--- src/rtl/ocx_tlx_fifo_drain_arb_if.sv ---
// Bundles the two FIFO head/pop pairs and the downstream valid/ready output of the drain arbiter.
// The master side is the arbiter; the slave side is the FIFO pair plus the consumer.
interface ocx_tlx_fifo_drain_arb_if #(
    parameter int DATA_WIDTH = 514
);
    logic                  src0_avail;
    logic [DATA_WIDTH-1:0] src0_data;
    logic                  src0_rd_done;
    logic                  src1_avail;
    logic [DATA_WIDTH-1:0] src1_data;
    logic                  src1_rd_done;
    logic                  out_valid;
    logic [DATA_WIDTH-1:0] out_data;
    logic                  out_src;
    logic                  out_ready;
    logic [15:0]           pop_cnt0;
    logic [15:0]           pop_cnt1;

    modport master (
        input  src0_avail, src0_data, src1_avail, src1_data, out_ready,
        output src0_rd_done, src1_rd_done, out_valid, out_data, out_src,
               pop_cnt0, pop_cnt1
    );

    modport slave (
        output src0_avail, src0_data, src1_avail, src1_data, out_ready,
        input  src0_rd_done, src1_rd_done, out_valid, out_data, out_src,
               pop_cnt0, pop_cnt1
    );
endinterface

--- src/rtl/ocx_tlx_fifo_drain_arb.sv ---
// Drains two TLX receive FIFO heads into one registered valid/ready output, popping each winner.
// Define OCX_TLX_DRAIN_ARB_STRICT_PRIO_EN for fixed src0 priority; default build is round-robin.
module ocx_tlx_fifo_drain_arb #(
    parameter int DATA_WIDTH  = 514,
    parameter int HOLD_CYCLES = 2
) (
    input  logic                     clock,
    input  logic                     reset_n,
    ocx_tlx_fifo_drain_arb_if.master bus
);
    localparam int NSRC   = 2;
    localparam int HOLD_W = 2;
    // The load cycle itself counts as the first of HOLD_CYCLES+1 blocked cycles,
    // so the register only needs to cover the cycles after the load edge.
    localparam logic [HOLD_W-1:0] HOLD_LOAD = HOLD_W'(HOLD_CYCLES);

    typedef enum logic {
        ST_EMPTY = 1'b0,
        ST_FULL  = 1'b1
    } out_state_t;

    out_state_t                       state_reg, state_next;
    logic [DATA_WIDTH-1:0]            out_data_reg, out_data_next;
    logic                             out_src_reg, out_src_next;
    logic [NSRC-1:0]                  rd_done_reg, rd_done_next;
    logic [NSRC-1:0][HOLD_W-1:0]      hold_reg, hold_next;
    logic [NSRC-1:0][15:0]            pop_cnt_reg, pop_cnt_next;
    logic [NSRC-1:0]                  avail;
    logic [NSRC-1:0]                  elig;
    logic [NSRC-1:0][DATA_WIDTH-1:0]  src_data;
    logic                             load_ok;
    logic                             load_en;
    logic                             winner;

    assign avail    = {bus.src1_avail, bus.src0_avail};
    assign src_data = {bus.src1_data, bus.src0_data};

    genvar gi;
    generate
        for (gi = 0; gi < NSRC; gi++) begin : g_elig
            assign elig[gi] = avail[gi] & (hold_reg[gi] == '0);
        end
    endgenerate

`ifdef OCX_TLX_DRAIN_ARB_STRICT_PRIO_EN
    always_comb begin
        winner = ~elig[0];
    end
`else
    logic rr_ptr_reg, rr_ptr_next;

    // A lone eligible source wins regardless of the pointer.
    always_comb begin
        if (elig[0] && elig[1]) begin
            winner = rr_ptr_reg;
        end else begin
            winner = ~elig[0];
        end
        rr_ptr_next = load_en ? ~winner : rr_ptr_reg;
    end

    always_ff @(posedge clock or negedge reset_n) begin
        if (!reset_n) begin
            rr_ptr_reg <= 1'b0;
        end else begin
            rr_ptr_reg <= rr_ptr_next;
        end
    end
`endif

    // Output register occupancy: accepting and reloading may happen in the same cycle.
    always_comb begin
        state_next    = state_reg;
        out_data_next = out_data_reg;
        out_src_next  = out_src_reg;
        rd_done_next  = '0;
        load_en       = 1'b0;
        load_ok       = (state_reg == ST_EMPTY) || bus.out_ready;

        if (load_ok && (elig != '0)) begin
            load_en              = 1'b1;
            state_next           = ST_FULL;
            out_data_next        = src_data[winner];
            out_src_next         = winner;
            rd_done_next[winner] = 1'b1;
        end else if ((state_reg == ST_FULL) && bus.out_ready) begin
            state_next = ST_EMPTY;
        end
    end

    always_comb begin
        hold_next    = hold_reg;
        pop_cnt_next = pop_cnt_reg;
        for (int i = 0; i < NSRC; i++) begin
            if (rd_done_next[i]) begin
                hold_next[i] = HOLD_LOAD;
            end else if (hold_reg[i] != '0) begin
                hold_next[i] = hold_reg[i] - HOLD_W'(1);
            end
            pop_cnt_next[i] = pop_cnt_reg[i] + 16'(rd_done_next[i]);
        end
    end

    // Async clear drops any in-flight pop pulse, so the FIFO head is kept.
    always_ff @(posedge clock or negedge reset_n) begin
        if (!reset_n) begin
            state_reg    <= ST_EMPTY;
            out_data_reg <= '0;
            out_src_reg  <= 1'b0;
            rd_done_reg  <= '0;
            hold_reg     <= '0;
            pop_cnt_reg  <= '0;
        end else begin
            state_reg    <= state_next;
            out_data_reg <= out_data_next;
            out_src_reg  <= out_src_next;
            rd_done_reg  <= rd_done_next;
            hold_reg     <= hold_next;
            pop_cnt_reg  <= pop_cnt_next;
        end
    end

    assign bus.out_valid    = (state_reg == ST_FULL);
    assign bus.out_data     = out_data_reg;
    assign bus.out_src      = out_src_reg;
    assign bus.src0_rd_done = rd_done_reg[0];
    assign bus.src1_rd_done = rd_done_reg[1];
    assign bus.pop_cnt0     = pop_cnt_reg[0];
    assign bus.pop_cnt1     = pop_cnt_reg[1];

    a_one_pop_per_cycle: assert property (
        @(posedge clock) disable iff (!reset_n) !(rd_done_reg[0] && rd_done_reg[1]));

    generate
        for (gi = 0; gi < NSRC; gi++) begin : g_chk
            a_pop_starts_hold: assert property (
                @(posedge clock) disable iff (!reset_n)
                rd_done_reg[gi] |-> (hold_reg[gi] == HOLD_LOAD));
        end
    endgenerate
endmodule

--- src/flat_wrapper.sv ---
// flat-port wrapper written by rule: the top's interface ports become plain ports
module ocx_tlx_fifo_drain_arb_flat 
#(
    parameter int DATA_WIDTH  = 514,
    parameter int HOLD_CYCLES = 2
)
  (clock, reset_n, bus_src0_avail, bus_src0_data, bus_src1_avail, bus_src1_data, bus_out_ready, bus_src0_rd_done, bus_src1_rd_done, bus_out_valid, bus_out_data, bus_out_src, bus_pop_cnt0, bus_pop_cnt1);
  ocx_tlx_fifo_drain_arb_if #(.DATA_WIDTH(DATA_WIDTH)) bus_i ();
  input  logic clock;
  input  logic reset_n;
  input wire logic [$bits(bus_i.src0_avail)-1:0] bus_src0_avail;
  input wire logic [$bits(bus_i.src0_data)-1:0] bus_src0_data;
  input wire logic [$bits(bus_i.src1_avail)-1:0] bus_src1_avail;
  input wire logic [$bits(bus_i.src1_data)-1:0] bus_src1_data;
  input wire logic [$bits(bus_i.out_ready)-1:0] bus_out_ready;
  output wire logic [$bits(bus_i.src0_rd_done)-1:0] bus_src0_rd_done;
  output wire logic [$bits(bus_i.src1_rd_done)-1:0] bus_src1_rd_done;
  output wire logic [$bits(bus_i.out_valid)-1:0] bus_out_valid;
  output wire logic [$bits(bus_i.out_data)-1:0] bus_out_data;
  output wire logic [$bits(bus_i.out_src)-1:0] bus_out_src;
  output wire logic [$bits(bus_i.pop_cnt0)-1:0] bus_pop_cnt0;
  output wire logic [$bits(bus_i.pop_cnt1)-1:0] bus_pop_cnt1;
  assign bus_i.src0_avail = bus_src0_avail;
  assign bus_i.src0_data = bus_src0_data;
  assign bus_i.src1_avail = bus_src1_avail;
  assign bus_i.src1_data = bus_src1_data;
  assign bus_i.out_ready = bus_out_ready;
  assign bus_src0_rd_done = bus_i.src0_rd_done;
  assign bus_src1_rd_done = bus_i.src1_rd_done;
  assign bus_out_valid = bus_i.out_valid;
  assign bus_out_data = bus_i.out_data;
  assign bus_out_src = bus_i.out_src;
  assign bus_pop_cnt0 = bus_i.pop_cnt0;
  assign bus_pop_cnt1 = bus_i.pop_cnt1;
  ocx_tlx_fifo_drain_arb #(.DATA_WIDTH(DATA_WIDTH), .HOLD_CYCLES(HOLD_CYCLES)) u_core (.clock(clock), .reset_n(reset_n), .bus(bus_i));
endmodule
--- config.mk ---
export PLATFORM = sky130hd
export DESIGN_NAME = ocx_tlx_fifo_drain_arb_flat
export DESIGN_NICKNAME = d
export VERILOG_FILES = /design/src/rtl/ocx_tlx_fifo_drain_arb_if.sv /design/src/rtl/ocx_tlx_fifo_drain_arb.sv /design/src/flat_wrapper.sv
export SDC_FILE = /design/constraint.sdc
export NUM_CORES = 1
export LEC_CHECK = 0
export BUFFER_PORTS_ARGS = -buffer_cell sky130_fd_sc_hd__buf_2
export CORE_AREA = 10 10 601 603
export CTS_BUF_LIST = sky130_fd_sc_hd__clkbuf_16
export DETAILED_ROUTE_END_ITERATION = 10
export DIE_AREA = 0 0 611 613
export HOLD_SLACK_MARGIN = 0.02
export PLACE_DENSITY = 0.3
export RECOVER_POWER = 25
export SLEW_MARGIN = 20
export SYNTH_ARGS = -nofsm -noshare
export SYNTH_HDL_FRONTEND = slang
export SYNTH_SLANG_ARGS = --single-unit
--- constraint.sdc ---
create_clock -name clock -period 3.9 [get_ports clock]
set_input_delay 0.195 -clock clock [delete_from_list [all_inputs] [get_ports clock]]
set_output_delay 0.195 -clock clock [all_outputs]
set_load 0.02 [all_outputs]
==> flow_summary_export.csv <==
group,metric,value,unit
sta,worst_pin_slew,2.45,ns
sta,finClkSkew,0.0702,ns
global_routing,gr-usage-all-layers,14.8,%
sta,rsz0062_at_grt,"no",
cts,cts_buffers,88,
sta,final-hold-violation-count,0,
outcome,outcome,"finished with violations",
synth,yosysUniqueCellTypes,26,
sta,fin_tns_setup,0,ns
global_routing,antenna_found_initial,323,
sta,setup_violations,0,
worst_setup_path,required,4.59,ns
cells_and_area,areaGrowthSynthToFinish,108,%
power_and_ir_drop,power.leakage,23.2,nW
cells_and_area,final_common_cell,"buf_2",
sta,period_needed,3.26,ns
placed_design,gp_congestion,0.844,
cts,cts_setup_buffers,0,
placed_design,io_buffers,1582,
global_routing,grt_pass1_vias,32700,
detailed_routing,drc,0,
cells_and_area,layout-drive-gt1-share,38.7,%
worst_setup_path,crit_arrival,3.95,ns
worst_setup_path,cp_slowest_cell,"buf_4",
worst_setup_path,crit_buf_inv,3,
sta,min_period_over_period,83.7,%
floorplan,die_h,613,um
floorplan,fp.dieW,611,um
floorplan,die_area,375000,um^2
cts,clkTransAtPathRegs,0.08,ns
hold_path,hold_class,"primary input to flip-flop",
synth,synth.avg_cell_area,12.8,um^2
worst_setup_path,end_kind,"flip-flop",
synth,synth_fp_nets,2963,
detailed_routing,avgRoutedWirePerCell,31.9,um
worst_setup_path,slowest_delay,0.86,ns
worst_setup_path,start_kind,"flip-flop",
cts,cts_sinks,555,
detailed_routing,drt_wl_total,293000,um
worst_setup_path,crit_fanout,78,
worst_setup_path,crit_type,"flip-flop to flip-flop",
synth,ys_ff_latch,555,
worst_setup_path,cp_cell_sequence,"inv_1 > ha_1 > nand2_1 > o2111a_4 > buf_4 > a221o_1 > dlygate4sd3_1",
worst_setup_path,cpLargestDelayFamily,"buffers and inverters",
cells_and_area,num-nets-final,5495,
floorplan,boundaryPins,1583,
outcome,violations,"capacitance limit, slew limit",
synth,syn-cell-area,24600,um^2
cts,clock_latency,0.81,ns
cells_and_area,final_cell_mix,"buf_2 (1,581), dlygate4sd3_1 (1,032), dfrtp_1 (555)",
detailed_routing,vias,31900,
synth,ys_seq_area_share,56.4,%
cts,cts_tree,"done",
sta,maxSlewViolCount,305,
floorplan,fp-row-count,217,
power_and_ir_drop,power.density,807,nW/um^2
cts,clock_path_buffers,4,
sta,relSlewSlack,-63.5,%
detailed_routing,ant_nets,0,
cells_and_area,final_util,14.7,%
detailed_routing,routed_via_density,3.47,
sta,fmax,0.306,GHz
detailed_routing,drtPass1Iterations,8,
floorplan,core,349000,um^2
floorplan,start_util,7.07,%
synth,synthCells,1923,
power_and_ir_drop,irDropWorstVdd,348,uV
cts,cts-root-buf,"clkbuf_16",
cells_and_area,largest_reg_flops,514,
detailed_routing,drtIter0Drc,2724,
placed_design,place_hpwl,244000,um
global_routing,grt_max_degree,142,
synth,ys.warnings.count,0,
global_routing,grt_remaining_overflow,0,
cts,htreeDepth,3,
global_routing,grt_pass1_wl,367000,um
run,drv_cap,6,
## metrics by stage
stage | std cells | instance area (um^2) | hold WS, ns | setup slack [ns] | power [mW]
2_1_floorplan | 1923 | 24600 | -0.101 | 1.39 | 19.2
3_3_place_gp | 7931 | 38100 | 0.264 | 1.22 | 28.3
3_5_place_dp | 7931 | 38100 | 0.266 | 1.22 | 28.4
4_1_cts | 9113 | 51100 | 0.0229 | 0.610 | 42.0
5_1_grt | 9130 | 51000 | 0.0760 | 0.311 | 43.7
6_report | 9184 | 51100 | 0.140 | 0.636 | 41.3
## area by class of cell
| cell class | instances | area [um^2] |
|---|---|---|
| multi-input cells | 1131 | 9750 |
| clock inverters | 61 | 458 |
| well taps | 4599 | 5750 |
| clock buffers | 88 | 2200 |
| repair buffers | 2672 | 18900 |
| flip-flops and latches | 555 | 13900 |
| diodes | 71 | 178 |
| inverters | 7 | 26.3 |
| fillers | 39700 | 297000 |
## path summary, 6_finish.rpt
kind                                                   start                                    to  slack [ns]  cells after the start
max                           u_core.hold_reg[0]$_DFFE_PN0P_  u_core.bus.out_data[294]$_DFFE_PN0N_        0.64                      7
min                                       bus_src1_data[453]  u_core.bus.out_data[453]$_DFFE_PN0N_        0.14                      3
min in group asynchronous                            reset_n  u_core.bus.out_data[153]$_DFFE_PN0N_        0.49                      3
max reg2reg                   u_core.hold_reg[0]$_DFFE_PN0P_  u_core.bus.out_data[294]$_DFFE_PN0N_        0.64                      7
min reg2reg                u_core.bus.pop_cnt0[15]$_DFF_PN0_     u_core.bus.pop_cnt0[15]$_DFF_PN0_        0.47                      1
max in group asynchronous                            reset_n  u_core.bus.out_data[118]$_DFFE_PN0N_        0.75                      5
## report_power, final
part,internal (mW),switching [mW]
combinational,10.7,12.8
clock,4.41,3.38
sequential,8.45,1.58
total,23.6,17.7
## worst register-to-register path, delay by kind of cell, from the launching register on
kind / cells / cell delay [ns]
simple gates: 1 / 0.13
buf+inv: 3 / 1.51
fa+ha+maj: 1 / 0.26
compound gates: 2 / 0.89
flops: 1 / 0.35
## Yosys cell counts
cell type	count	area, um^2
nand2_1	10	37.5
clkbuf_1	176	661
ha_1	7	87.6
xnor2_1	9	78.8
inv_1	7	26.3
a221o_1	514	5140
buf_2	27	135
a21o_1	2	15.0
dfrtp_1	555	13900
nor2_1	6	22.5
a22o_1	1	8.76
nor3_1	7	35.0
mux2i_1	2	20.0
buf_1	14	52.6
a21boi_0	514	3860
buf_4	1	7.51
xor2_1	21	184
or2_2	2	12.5
nor4_1	9	56.3
buf_6	12	135
nand4_1	10	62.6
nand2b_1	2	12.5
and4_1	1	8.76
o2111a_1	1	11.3
nand3_1	12	60.1
and3b_1	1	8.76
## cells by family (layout without fill, tap and decap cells)
kind of cell | count (synthesis) | count (layout) | synth area share [%]
and+or+nand+nor | 60 | 60 | 1.29
xor gates and xnor gates | 30 | 30 | 1.07
DFF | 555 | 555 | 56.4
muxes | 2 | 2 | 0.0813
other | 0 | 71 | 0
adders and majority gates | 7 | 7 | 0.356
AOI/OAI and AO/OA | 1032 | 1032 | 36.7
buffers and inverters | 237 | 2828 | 4.13
## routing by layer
layer,routed length (um),track usage [%]
met5,759,0
met4,11600,4.48
met3,29200,6.17
met2,138000,24.7
met1,113000,17.3
## what timing repair did
item,CTS,global route
gates resized for setup,0,0
hold endpoints to repair,736,0
hold buffers,1033,0
Note: power is estimated with default switching activity, not from simulation.
